$ cat src/rtl/buart_fifo.sv
// 8N1 UART with power-of-two RX/TX FIFOs, synchronised RX, glitch-rejecting start and sticky errors.
// Define BUART_PARITY_EN to add an even-parity bit (11-bit frame) on both directions.
module buart_fifo #(
    parameter int unsigned FREQ_MHZ      = 12,
    parameter int unsigned BAUDS         = 115200,
    parameter int unsigned RX_DEPTH_LOG2 = 3,
    parameter int unsigned TX_DEPTH_LOG2 = 3
) (
    input  logic       clk,
    input  logic       resetq,
    input  logic       rx,
    output logic       tx,
    input  logic       wr,
    input  logic [7:0] tx_data,
    input  logic       rd,
    output logic [7:0] rx_data,
    output logic       valid,
    output logic       busy,
    output logic       tx_idle,
    output logic       overrun,
    output logic       frame_err,
    output logic       parity_err,
    input  logic       clr_err
);
    localparam int unsigned Div     = FREQ_MHZ * 1000000 / BAUDS;
    localparam int unsigned Settle  = 15 * Div;
    localparam int unsigned Cw      = $clog2(Settle);
    localparam int unsigned RxDepth = 2 ** RX_DEPTH_LOG2;
    localparam int unsigned TxDepth = 2 ** TX_DEPTH_LOG2;
`ifdef BUART_PARITY_EN
    localparam int unsigned FrameBits = 11;
`else
    localparam int unsigned FrameBits = 10;
`endif
    localparam logic [Cw-1:0] DivLast    = Cw'(Div - 1);
    localparam logic [Cw-1:0] HalfLast   = Cw'(Div / 2 - 1);
    localparam logic [Cw-1:0] SettleLast = Cw'(Settle - 1);
    localparam logic [3:0]    LastBit    = 4'(FrameBits - 1);

    typedef enum logic [2:0] {RxIdle, RxStart, RxData, RxParity, RxStop} rx_state_e;
    typedef enum logic [1:0] {TxSettle, TxIdle, TxShift} tx_state_e;

    // ---------------- RX FIFO ----------------
    logic [7:0]             rx_mem_q [RxDepth];
    logic [RX_DEPTH_LOG2:0] rx_wp_q, rx_rp_q;
    logic                   rx_empty, rx_full, rx_pop, rx_wr, rx_ovf;
    logic                   rx_s1_q, rx_s2_q;
    rx_state_e              rx_state_q;
    logic [Cw-1:0]          rx_cnt_q;
    logic [2:0]             rx_bits_q;
    logic [7:0]             rx_sh_q;
    logic                   rx_pbad_q, rx_push_q, rx_ferr_q, rx_perr_q;

    assign rx_empty = (rx_wp_q == rx_rp_q);
    assign rx_full  = (rx_wp_q[RX_DEPTH_LOG2] != rx_rp_q[RX_DEPTH_LOG2]) &&
                      (rx_wp_q[RX_DEPTH_LOG2-1:0] == rx_rp_q[RX_DEPTH_LOG2-1:0]);
    assign rx_pop   = rd && !rx_empty;
    // A same-cycle read frees the slot, so a full FIFO still accepts the byte.
    assign rx_wr    = rx_push_q && (!rx_full || rd);
    assign rx_ovf   = rx_push_q && rx_full && !rd;
    assign rx_data  = rx_mem_q[rx_rp_q[RX_DEPTH_LOG2-1:0]];
    assign valid    = !rx_empty;

    always_ff @(posedge clk) begin
        if (rx_wr) rx_mem_q[rx_wp_q[RX_DEPTH_LOG2-1:0]] <= rx_sh_q;
    end

    always_ff @(posedge clk or negedge resetq) begin
        if (!resetq) begin
            rx_wp_q <= '0;
            rx_rp_q <= '0;
            rx_s1_q <= 1'b1;
            rx_s2_q <= 1'b1;
        end else begin
            rx_s1_q <= rx;
            rx_s2_q <= rx_s1_q;
            if (rx_wr)  rx_wp_q <= rx_wp_q + 1'b1;
            if (rx_pop) rx_rp_q <= rx_rp_q + 1'b1;
        end
    end

    // ---------------- RX deframer ----------------
    always_ff @(posedge clk or negedge resetq) begin
        if (!resetq) begin
            rx_state_q <= RxIdle;
            rx_cnt_q   <= '0;
            rx_bits_q  <= '0;
            rx_sh_q    <= '0;
            rx_pbad_q  <= 1'b0;
            rx_push_q  <= 1'b0;
            rx_ferr_q  <= 1'b0;
            rx_perr_q  <= 1'b0;
        end else begin
            rx_push_q <= 1'b0;
            rx_ferr_q <= 1'b0;
            rx_perr_q <= 1'b0;
            rx_cnt_q  <= rx_cnt_q + 1'b1;
            unique case (rx_state_q)
                RxIdle: begin
                    if (!rx_s2_q) begin
                        rx_state_q <= RxStart;
                        rx_cnt_q   <= '0;
                    end
                end
                RxStart: begin
                    if (rx_cnt_q == HalfLast) begin
                        rx_cnt_q   <= '0;
                        rx_bits_q  <= '0;
                        rx_pbad_q  <= 1'b0;
                        rx_state_q <= rx_s2_q ? RxIdle : RxData;
                    end
                end
                RxData: begin
                    if (rx_cnt_q == DivLast) begin
                        rx_cnt_q  <= '0;
                        rx_sh_q   <= {rx_s2_q, rx_sh_q[7:1]};
                        rx_bits_q <= rx_bits_q + 1'b1;
`ifdef BUART_PARITY_EN
                        if (rx_bits_q == 3'd7) rx_state_q <= RxParity;
`else
                        if (rx_bits_q == 3'd7) rx_state_q <= RxStop;
`endif
                    end
                end
                RxParity: begin
                    if (rx_cnt_q == DivLast) begin
                        rx_cnt_q   <= '0;
                        rx_pbad_q  <= rx_s2_q ^ (^rx_sh_q);
                        rx_state_q <= RxStop;
                    end
                end
                RxStop: begin
                    if (rx_cnt_q == DivLast) begin
                        rx_push_q  <= rx_s2_q && !rx_pbad_q;
                        rx_ferr_q  <= !rx_s2_q;
                        rx_perr_q  <= rx_pbad_q;
                        rx_state_q <= RxIdle;
                    end
                end
                default: rx_state_q <= RxIdle;
            endcase
        end
    end

    // ---------------- Sticky errors ----------------
    logic overrun_q, frame_err_q, parity_err_q;

    always_ff @(posedge clk or negedge resetq) begin
        if (!resetq) begin
            overrun_q    <= 1'b0;
            frame_err_q  <= 1'b0;
            parity_err_q <= 1'b0;
        end else if (clr_err) begin
            overrun_q    <= 1'b0;
            frame_err_q  <= 1'b0;
            parity_err_q <= 1'b0;
        end else begin
            if (rx_ovf)    overrun_q    <= 1'b1;
            if (rx_ferr_q) frame_err_q  <= 1'b1;
            if (rx_perr_q) parity_err_q <= 1'b1;
        end
    end

    assign overrun   = overrun_q;
    assign frame_err = frame_err_q;
`ifdef BUART_PARITY_EN
    assign parity_err = parity_err_q;
`else
    assign parity_err = 1'b0;
`endif

    // ---------------- TX FIFO ----------------
    logic [7:0]             tx_mem_q [TxDepth];
    logic [TX_DEPTH_LOG2:0] tx_wp_q, tx_rp_q;
    logic                   tx_empty, tx_full, tx_wr, tx_pop, tx_bit_end, tx_last;
    logic [7:0]             tx_head;
    logic [FrameBits-1:0]   tx_frame, tx_sh_q;
    tx_state_e              tx_state_q;
    logic [Cw-1:0]          tx_cnt_q;
    logic [3:0]             tx_bits_q;

    assign tx_empty = (tx_wp_q == tx_rp_q);
    assign tx_full  = (tx_wp_q[TX_DEPTH_LOG2] != tx_rp_q[TX_DEPTH_LOG2]) &&
                      (tx_wp_q[TX_DEPTH_LOG2-1:0] == tx_rp_q[TX_DEPTH_LOG2-1:0]);
    assign tx_wr    = wr && !tx_full;
    assign tx_head  = tx_mem_q[tx_rp_q[TX_DEPTH_LOG2-1:0]];
`ifdef BUART_PARITY_EN
    assign tx_frame = {1'b1, ^tx_head, tx_head, 1'b0};
`else
    assign tx_frame = {1'b1, tx_head, 1'b0};
`endif
    assign tx_bit_end = (tx_cnt_q == DivLast);
    assign tx_last    = tx_bit_end && (tx_bits_q == LastBit);
    // Reloading on the stop-bit's final cycle keeps consecutive frames gap-free.
    assign tx_pop     = !tx_empty &&
                        ((tx_state_q == TxIdle) || ((tx_state_q == TxShift) && tx_last));
    assign busy       = tx_full;
    assign tx_idle    = (tx_state_q == TxIdle) && tx_empty;
    assign tx         = tx_sh_q[0];

    always_ff @(posedge clk) begin
        if (tx_wr) tx_mem_q[tx_wp_q[TX_DEPTH_LOG2-1:0]] <= tx_data;
    end

    always_ff @(posedge clk or negedge resetq) begin
        if (!resetq) begin
            tx_wp_q <= '0;
            tx_rp_q <= '0;
        end else begin
            if (tx_wr)  tx_wp_q <= tx_wp_q + 1'b1;
            if (tx_pop) tx_rp_q <= tx_rp_q + 1'b1;
        end
    end

    always_ff @(posedge clk or negedge resetq) begin
        if (!resetq) begin
            tx_state_q <= TxSettle;
            tx_cnt_q   <= '0;
            tx_bits_q  <= '0;
            tx_sh_q    <= '1;
        end else begin
            unique case (tx_state_q)
                TxSettle: begin
                    tx_cnt_q <= tx_cnt_q + 1'b1;
                    if (tx_cnt_q == SettleLast) begin
                        tx_cnt_q   <= '0;
                        tx_state_q <= TxIdle;
                    end
                end
                TxIdle: begin
                    if (tx_pop) begin
                        tx_sh_q    <= tx_frame;
                        tx_cnt_q   <= '0;
                        tx_bits_q  <= '0;
                        tx_state_q <= TxShift;
                    end
                end
                TxShift: begin
                    tx_cnt_q <= tx_cnt_q + 1'b1;
                    if (tx_bit_end) begin
                        tx_cnt_q  <= '0;
                        tx_bits_q <= tx_bits_q + 1'b1;
                        tx_sh_q   <= {1'b1, tx_sh_q[FrameBits-1:1]};
                        if (tx_last) begin
                            tx_bits_q <= '0;
                            if (tx_pop) tx_sh_q    <= tx_frame;
                            else        tx_state_q <= TxIdle;
                        end
                    end
                end
                default: tx_state_q <= TxIdle;
            endcase
        end
    end
endmodule

$ cat config.mk
export PLATFORM = sky130hd
export DESIGN_NAME = buart_fifo
export DESIGN_NICKNAME = d
export VERILOG_FILES = /design/src/rtl/buart_fifo.sv
export SDC_FILE = /design/constraint.sdc
export NUM_CORES = 1
export LEC_CHECK = 0
export BUFFER_PORTS_ARGS = -buffer_cell sky130_fd_sc_hd__buf_2
export CAP_MARGIN = 20
export CORE_ASPECT_RATIO = 0.6
export CORE_MARGIN = 8
export CORE_UTILIZATION = 40
export DETAILED_ROUTE_END_ITERATION = 8
export HOLD_SLACK_MARGIN = 0.1
export PLACE_DENSITY = 0.54
export SLEW_MARGIN = 20
export SYNTH_ARGS = -nofsm -noshare
export SYNTH_HDL_FRONTEND = slang
export SYNTH_SLANG_ARGS = --single-unit
$ cat constraint.sdc
create_clock -name clk -period 2.3 [get_ports clk]
set_clock_uncertainty 0.2 [all_clocks]
set_input_delay 0.46 -clock clk [delete_from_list [all_inputs] [get_ports clk]]
set_output_delay 0.46 -clock clk [all_outputs]
set_load 0.01 [all_outputs]
==> flow_summary.ini, run 1 <==
[floorplan]
dieArea_um2 = 26900
dieHeight_um = 130
core.rowCount = 41
core_area_um2 = 21200
die_w_um = 207
io_pins = 29
start_util_pct = 41.2

[routing]
post_drt_wl_per_cell_um = 18.9
routed-via-count = 5104
drt-pass1-iter-count = 4
antenna_left = 0
viasPerCell = 5.28
drc = 0
wl_um = 18200
drt_iter0_drc = 322

[global_routing]
grt_usage_pct = 13.8
grt-ovfl-total = 0
grt_antenna_before_repair = 0
grt_first_pass_wirelength_um = 28900
grt_max_degree = 33
grt_pass1_vias = 5210

[synth]
ys_types = 56
synthArstFlopShare_pct = 36.6
ys_ff_latch = 202
synthesis.nets = 596
synth-seq-area-share_pct = 65.5
syn_inst = 568
synth_flop_cell = edfxtp_1
netlist_area_um2 = 8720
yosys_warnings = 0
syn_avg_cell_area_um2 = 15.3
synth_edf_count = 128

[clock_network]
clkLatencyLatePin_ns = 0.49
clkSlewWorstSetupHoldPaths_ns = 0.06
cts_made_buffers = 21
ctsRootBufferMaster = clkbuf_16
h-tree-depth = 1
cts_tree = done
cts.sinks = 202
cts_buffer_depth = 3

[placement]
placed_area_um2 = 9480
port-buffer-count = 27
gp_congestion = 0.778
dpl_worst_slack_ns = -0.0341
hpwlAfterDp_um = 12100

[hold_path]
hold_path.class = flip-flop to flip-flop
worstHoldStart = rx_s1_q$_DFF_PN1_

[critical_path]
crit_buf_inv = 2
crit_required_ns = 1.64
cp-end-kind = output pin
crit_path_start_kind = flip-flop
crit_family = multiplexers
crit_type = flip-flop to output pin
crit_fanout = 5
path_cells = buf_8, mux4_2, mux2_4, buf_6
arrival_ns = 2.01
crit_path_top_delay_cell = mux4_2
worstReg2RegStart = rx_rp_q[0]$_DFFE_PN0P_
critPathMaxStageDelay_ns = 0.50
startpoint = rx_rp_q[0]$_DFFE_PN0P_

[finish]
most-common-layout-cells = edfxtp_1 (128), dfrtp_1 (60), buf_4 (56)
syn_to_final_growth_pct = 24.3
layout-drive-gt1-share_pct = 33.3
design_area_um2 = 10800
nNetsFinal = 700
final_common_cell = edfxtp_1
antennaDiodeCount = 0

[pwr]
power_density_nw_per_um2 = 770
ir_drop_mv = 0.491
cellLeakagePower_nw = 4.31
power_mw = 8.34

[sta]
setup_violations = 16
finalCritPeriodShare_pct = 116
hold_violations = 0
worst_slack_ns = -0.368
rsz0062_at_grt = true
hold_ws_ns = 0.158
tns_ns = -2.94
fmax_mhz = 375
final-max-slew-violation-count = 0
period_minus_slack_ns = 2.67

[outcome]
violations = negative setup slack
status = complete, but fails checks

[job]
maxCapViolations = 0
-- kinds of logic after synthesis --
group,synth area share (%)
simple gates,8.63
fa+ha+maj,2.01
xor+xnor,3.92
compound gates,4.21
other cells,0.0430
buf+inv,2.11
mux,13.6
flops,65.5
-- area by class of cell --
cell class	count	area (um2)
tap	279	349
clock inverter	14	169
timing repair buffer	106	956
sequential	202	5710
multi-input combinational	326	3050
inverter	15	58.8
clock buffer	24	537
fill	1768	10400
-- Yosys cell counts (2+ instances only) --
cell	instances	area (um2)
a31oi_1	3	18.8
a21o_1	2	15.0
and4_1	3	26.3
a2111oi_0	2	17.5
dfstp_2	11	289
buf_2	6	30.0
nand3_1	12	60.1
nor2b_1	4	25.0
nor4_1	2	12.5
nand4_1	8	50.1
nand2_1	32	120
xnor2_1	26	228
dfrtp_1	63	1580
mux2_2	29	327
xor2_1	13	114
edfxtp_1	128	3840
mux4_1	5	131
and2_1	2	12.5
clkbuf_1	13	48.8
a211oi_1	2	15.0
nor4bb_1	2	20.0
a41oi_1	2	17.5
mux4_2	27	608
o21ai_0	22	110
and3_1	7	43.8
nor3_1	13	65.1
nand2b_1	8	50.1
nor2_1	37	139
buf_6	2	22.5
mux2i_1	12	120
a32o_1	2	20.0
a22o_1	4	35.0
inv_1	15	56.3
a21oi_1	9	45.0
a211o_1	2	17.5
nor3b_1	2	15.0
ha_1	14	175
nand4b_1	2	17.5
buf_4	3	22.5
-- stage by stage --
step	cells	util, %
finish	966	51.1
global placement	893	44.7
CTS	955	49.9
detailed placement	893	44.7
floorplan	568	-
global route	966	51.1
-- flip-flops by register name (all words and copies together), names as in the netlist --
signal,flops
frame_err,1
overrun,1
rx_bits_q,3
rx_cnt_q,11
rx_ferr_q,1
rx_mem_q,64
rx_pbad_q,1
rx_push_q,1
rx_rp_q,4
rx_s1_q,1
rx_s2_q,1
rx_sh_q,8
rx_state_q,3
rx_wp_q,4
tx_bits_q,4
tx_cnt_q,11
tx_mem_q,64
tx_rp_q,4
tx_sh_q,9
tx_state_q,2
tx_wp_q,4
-- worst paths after layout --
kind | end | cells after the start | slack (ns)
worst min-delay path | rx_s2_q$_DFF_PN1_ | 0 | 0.16
worst max-delay path | rx_data[0] | 4 | -0.37
worst min register to register | rx_s2_q$_DFF_PN1_ | 0 | 0.16
min in group asynchronous | rx_rp_q[2]$_DFFE_PN0P_ | 2 | 0.23
max in group asynchronous | tx_sh_q[2]$_DFFE_PN1P_ | 3 | 1.02
worst max register to register | rx_mem_q[0][1]$_DFFE_PP_ | 7 | -0.01
-- power breakdown --
part	internal, mW	switching, mW
clock	2.12	1.34
sequential	4.07	0.0630
combinational	0.346	0.400
total	6.54	1.80
-- worst reg2reg max path: stages, from the launching register on --
cell and delay (ns):
dfrtp_2 0.46, buf_4 0.16, xnor2_2 0.13, nand3_1 0.10
o31a_1 0.22, nand2b_1 0.27, nor3_4 0.30, buf_12 0.17
-- repair_timing --
| action | in CTS | in global routing |
|---|---|---|
| pin swaps | 7 | 7 |
| resized for setup | 39 | 32 |
| setup buffers | 13 | 9 |
| hold buffers | 11 | 0 |
| hold endpoints to repair | 123 | 0 |
| cloned | 0 | 2 |
| endpoints found under the setup margin | 40 | 93 |
-- routing by layer --
metal  vias up  share of wire, %  track usage, %
met3        20               4.5            2.38
met4         0               1.4            2.99
met5         -                 0               0
li1       2366                 -               -
met1      2611                51            21.0
met2       107                43            20.3
No activity file was read; power rests on OpenSTA's default activity.
==> run 2, diff against run 1 <==
--- a/config.mk
+++ b/config.mk
@@ -5,6 +5,7 @@
 export SDC_FILE = /design/constraint.sdc
 export NUM_CORES = 1
 export LEC_CHECK = 0
+export ABC_CLOCK_PERIOD_IN_PS = 2300
 export BUFFER_PORTS_ARGS = -buffer_cell sky130_fd_sc_hd__buf_2
 export CAP_MARGIN = 20
 export CORE_ASPECT_RATIO = 0.6
@@ -13,6 +14,7 @@
 export DETAILED_ROUTE_END_ITERATION = 8
 export HOLD_SLACK_MARGIN = 0.1
 export PLACE_DENSITY = 0.54
+export SKIP_LAST_GASP = 1
 export SLEW_MARGIN = 20
 export SYNTH_ARGS = -nofsm -noshare
 export SYNTH_HDL_FRONTEND = slang
==> run 2 against run 1 <==
  * The run still ends with negative setup slack left
  * Combinational power about the same
  * Via count decreased by 0.18%
  * Maximum frequency decreased by 0.50%
  * First-iteration DRC count decreased by 8.4%
  * Clock-buffer cell count unchanged
  * Critical endpoint is now rx_data[3]
==> flow_summary.ini, run 2 (synthesis results as in run 1) <==
[outcome]
status = complete, but fails checks
violations = negative setup slack

[pwr]
power_mw = 8.35
seq_power_share_pct = 49.5
internal-power_mw = 6.54
power_density_nw_per_um2 = 771
combPwrFrac_pct = 8.9
cellLeakagePower_nw = 4.31
ir_drop_mv = 0.427
p_sw_share_pct = 21.7
p_sw_mw = 1.81
clkPwrFrac_pct = 41.6

[sta]
hold_violations = 0
worst_slack_ns = -0.382
final-max-slew-violation-count = 0
period_minus_slack_ns = 2.68
setup_violations = 9
rsz0062_at_grt = true
tns_ns = -3.05
fmax_mhz = 373
finalCritPeriodShare_pct = 117

[finish]
antennaDiodeCount = 0
seq_area_um2 = 5710
design_area_um2 = 10800
multi_input_area_um2 = 3060
layout-drive-gt1-share_pct = 33.5
finalNonFillerCells = 966
nNetsFinal = 700
most-common-layout-cells = edfxtp_1 (128), dfrtp_1 (60), buf_4 (58)
syn_to_final_growth_pct = 24.3
fill_cells = 1772
final_common_cell = edfxtp_1

[critical_path]
crit_required_ns = 1.64
critPathMaxStageDelay_ns = 0.50
r2r_slack_ns = 0.02
arrival_ns = 2.02
crit_family = multiplexers
crit_path_top_delay_cell = mux4_2
crit_buf_inv = 2
reg2reg_to = rx_mem_q[7][3]$_DFFE_PP_
crit_path_start_kind = flip-flop
path_cells = buf_12, mux4_2, mux2_4, buf_6
worstReg2RegStart = rx_rp_q[0]$_DFFE_PN0P_
path_depth = 4
crit_fanout = 8
crit_type = flip-flop to output pin
reg2reg_depth = 8
cp-end-kind = output pin

[routing]
post_drt_wl_per_cell_um = 18.9
drt_iter0_drc = 295
drc = 0
drt-pass1-iter-count = 5
wl_um = 18300
antenna_left = 0
viasPerCell = 5.27
routed-via-count = 5095

[placement]
dpl_worst_slack_ns = -0.0341
placed_area_um2 = 9480
dp.cells = 893
gp_congestion = 0.778
hpwlAfterDp_um = 12100
port-buffer-count = 27

[clock_network]
cts.sinks = 202
cts_buffer_depth = 3
cts_made_buffers = 21
cts_tree = done
ctsRootBufferMaster = clkbuf_16
clkLatencyLatePin_ns = 0.49
h-tree-depth = 1
clkSlewWorstSetupHoldPaths_ns = 0.06

[global_routing]
grt_antenna_before_repair = 0
grt_first_pass_wirelength_um = 28900
grt_usage_pct = 13.8
grt_pass1_vias = 5199
grt-ovfl-total = 0
grt_max_degree = 33

[floorplan]
core_area_um2 = 21200
start_util_pct = 41.2
die_w_um = 207
io_pins = 29
core.rowCount = 41
dieArea_um2 = 26900
dieHeight_um = 130

[hold_path]
worstHoldEndpoint = rx_s2_q$_DFF_PN1_
holdPathStages = 0
hold_path.class = flip-flop to flip-flop
worstHoldStart = rx_s1_q$_DFF_PN1_

[job]
maxCapViolations = 0
==> run 2: timing repair <==
item,in CTS,in global routing
resized for setup,28,43
setup buffers,13,9
setup endpoints to repair,40,102
gates cloned,0,2
pin swaps,7,7
hold buffers,11,0
endpoints found under the hold margin,123,0
==> run 2: worst max path at each step <==
stage / start / endpoint
6_report: rx_rp_q[0]$_DFFE_PN0P_ / rx_data[3]
5_1_grt: rx_rp_q[0]$_DFFE_PN0P_ / rx_data[3]
4_1_cts: rx_rp_q[0]$_DFFE_PN0P_ / rx_data[0]
3_5_place_dp: rx_wp_q[1]$_DFFE_PN0P_ / rx_mem_q[1][7]$_DFFE_PP_
3_3_place_gp: rx_wp_q[1]$_DFFE_PN0P_ / rx_mem_q[0][6]$_DFFE_PP_
2_1_floorplan: rx_rp_q[0]$_DFFE_PN0P_ / rx_data[0]
==> run 2: layout make-up <==
| type | instances | share of cell area, % |
|---|---|---|
| inverter | 15 | 0.543 |
| timing repair buffer | 106 | 8.75 |
| clock buffer | 24 | 4.95 |
| clock inverter | 14 | 1.56 |
| sequential | 202 | 52.7 |
| multi-input combinational | 326 | 28.2 |
| tap | 279 | 3.22 |
==> run 2: power by group through the flow <==
stage                     clock (mW)  sequential, mW  combinational, mW
after global placement             0            4.19              0.572
after global routing            3.70            4.15              0.820
after CTS                       3.56            4.13              0.720
final                           3.48            4.13              0.746
after floorplan                    0            4.18              0.355
after detailed placement           0            4.20              0.589
==> run 2: stage by stage <==
stage | hold WS (ns) | util, %
floorplan | -0.0356 | -
CTS | 0.160 | 49.6
finish | 0.158 | 51.1
global route | 0.168 | 51.1
detailed placement | 0.151 | 44.7
global placement | 0.147 | 44.7
==> run 2: metal layers <==
| layer | share of wire, % | GRT usage (%) |
|---|---|---|
| met1 | 51 | 21.1 |
| met2 | 43 | 20.3 |
| met3 | 5.0 | 2.38 |
| met4 | 1.3 | 2.82 |
| met5 | 0 | 0 |
==> run 3, diff against run 2 <==
--- a/config.mk
+++ b/config.mk
@@ -10,10 +10,11 @@
 export CAP_MARGIN = 20
 export CORE_ASPECT_RATIO = 0.6
 export CORE_MARGIN = 8
-export CORE_UTILIZATION = 40
+export CORE_UTILIZATION = 56
 export DETAILED_ROUTE_END_ITERATION = 8
 export HOLD_SLACK_MARGIN = 0.1
-export PLACE_DENSITY = 0.54
+export MAX_ROUTING_LAYER = met4
+export PLACE_DENSITY = 0.73
 export SKIP_LAST_GASP = 1
 export SLEW_MARGIN = 20
 export SYNTH_ARGS = -nofsm -noshare
==> run 3 against run 2 <==
  * Setup slack got worse by 0.063 ns
  * Combinational power decreased by 8.2%
  * Non-clock buffer count fell by 7
  * Clock power rose by 4%
  * Largest power group unchanged
  * The run still ends with negative setup slack left
  * Flip-flop and latch count did not move
  * Critical path depth did not move
  * Cell area fell by 1.4%
  * Maximum frequency decreased by 2.3%
  * Clock-buffer cell count shrank 5
  * Register-to-register slack worse by 0.11 ns
  * Sequential share of layout area is 0.71 points higher
  * Critical path type unchanged
==> flow_summary.ini, run 3 (synthesis results as in run 1) <==
[routing]
viasPerCell = 6.03
wl_um = 18900
drt-pass1-iter-count = 5
routed-via-count = 5290
antenna_left = 0
drc = 0
post_drt_wl_per_cell_um = 21.5
drt_iter0_drc = 528

[global_routing]
grt_max_degree = 43
grt-ovfl-total = 0
grt_antenna_before_repair = 0
grt_first_pass_wirelength_um = 28800
grt_pass1_vias = 5230
grt_usage_pct = 18.9

[sta]
tightest_slew_ns = 0.593
period_minus_slack_ns = 2.74
worst_slack_ns = -0.445
rsz0062_at_grt = true
tns_ns = -4.08
maxSlewHeadroom_pct = 60.5
fmax_mhz = 364
setup_violations = 18
final-max-slew-violation-count = 0
hold_violations = 0
finalCritPeriodShare_pct = 119

[clock_network]
cts_buffer_depth = 3
clkLatencyLatePin_ns = 0.49
cts_made_buffers = 19
cts_tree = done
h-tree-depth = 1
clkSlewWorstSetupHoldPaths_ns = 0.07
ctsRootBufferMaster = clkbuf_16
cts.sinks = 202

[finish]
syn_to_final_growth_pct = 22.6
nNetsFinal = 691
most-common-layout-cells = edfxtp_1 (128), dfrtp_1 (62), buf_4 (54)
layout-drive-gt1-share_pct = 33.0
final_common_cell = edfxtp_1
antennaDiodeCount = 0

[critical_path]
path_cells = clkbuf_16, mux4_2, mux2_4, buf_6
crit_family = multiplexers
crit_path_start_kind = flip-flop
crit_buf_inv = 2
crit_type = flip-flop to output pin
critPathMaxStageDelay_ns = 0.51
crit_path_top_delay_cell = mux4_2
crit_fanout = 5
cp-end-kind = output pin
arrival_ns = 2.08
crit_required_ns = 1.64

[floorplan]
dieArea_um2 = 19900
start_util_pct = 57.0
core.rowCount = 35
io_pins = 29
dieHeight_um = 113
die_w_um = 177
core_area_um2 = 15300

[pwr]
cellLeakagePower_nw = 4.28
power_density_nw_per_um2 = 791
ir_drop_mv = 0.585

[outcome]
violations = negative setup slack
status = complete, but fails checks

[placement]
dpl_worst_slack_ns = -0.0228
gp_congestion = 0.834
hpwlAfterDp_um = 11800
port-buffer-count = 27

[hold_path]
hold_path.class = flip-flop to flip-flop

[job]
maxCapViolations = 0
run 3: cell count changes in the layout (fill, tap and decap cells not counted), moves of 3 or more:
cell        change
buf_4           -4
bufinv_16       +3
clkbuf_1        -3
clkinv_2        -3
clkinvlp_4      +3
o21ai_0         +4
o21ai_1         -4
run 3: final timing paths:
check	slack [ns]	depth (start not counted)	start	end
max	-0.44	4	rx_rp_q[0]$_DFFE_PN0P_	rx_data[2]
min	0.16	0	rx_s1_q$_DFF_PN1_	rx_s2_q$_DFF_PN1_
max reg2reg	-0.09	7	rx_rp_q[0]$_DFFE_PN0P_	rx_mem_q[7][2]$_DFFE_PP_
min reg2reg	0.16	0	rx_s1_q$_DFF_PN1_	rx_s2_q$_DFF_PN1_
max in group asynchronous	0.97	3	resetq	rx_rp_q[0]$_DFFE_PN0P_
min in group asynchronous	0.34	2	resetq	rx_sh_q[3]$_DFFE_PN0P_
run 3: report_power, final:
part / internal [mW] / switching [mW] / leakage [nW] / total [mW]
Clock: 2.30 / 1.33 / 0.348 / 3.63
Combinational: 0.295 / 0.390 / 1.65 / 0.685
Sequential: 4.07 / 0.0792 / 2.28 / 4.15
Total: 6.66 / 1.80 / 4.28 / 8.46
run 3: layout make-up:
type / count / area, um2
inverter: 15 / 60.1
sequential: 202 / 5710
timing repair buffer: 99 / 863
fill: 919 / 4600
tap: 203 / 254
clock inverter: 14 / 251
clock buffer: 19 / 475
multi-input combinational: 326 / 3070
run 3: through the flow:
step / instances / power [mW] / hold slack (ns) / instance area [um2] / util (%)
2_1_floorplan: 568 / 4.53 / -0.0356 / 8740 / -
3_3_place_gp: 813 / 4.75 / 0.147 / 9340 / 61.1
3_5_place_dp: 813 / 4.79 / 0.147 / 9340 / 61.1
4_1_cts: 866 / 8.48 / 0.136 / 10400 / 67.8
5_1_grt: 878 / 8.71 / 0.166 / 10700 / 69.9
6_report: 878 / 8.46 / 0.158 / 10700 / 69.9
run 3: timing repair:
item	4_1_cts	5_1_grt
setup endpoints to repair	25	108
gates cloned	1	2
buffers inserted	8	10
hold buffers	11	0
resized for setup	23	43
hold endpoints to repair	97	0
pin swaps	2	14
run 3: metal layers:
layer	wire length [um]	track usage [%]
met5	0	-
met4	315	4.24
met3	1260	3.22
met2	8610	26.7
met1	8720	28.2
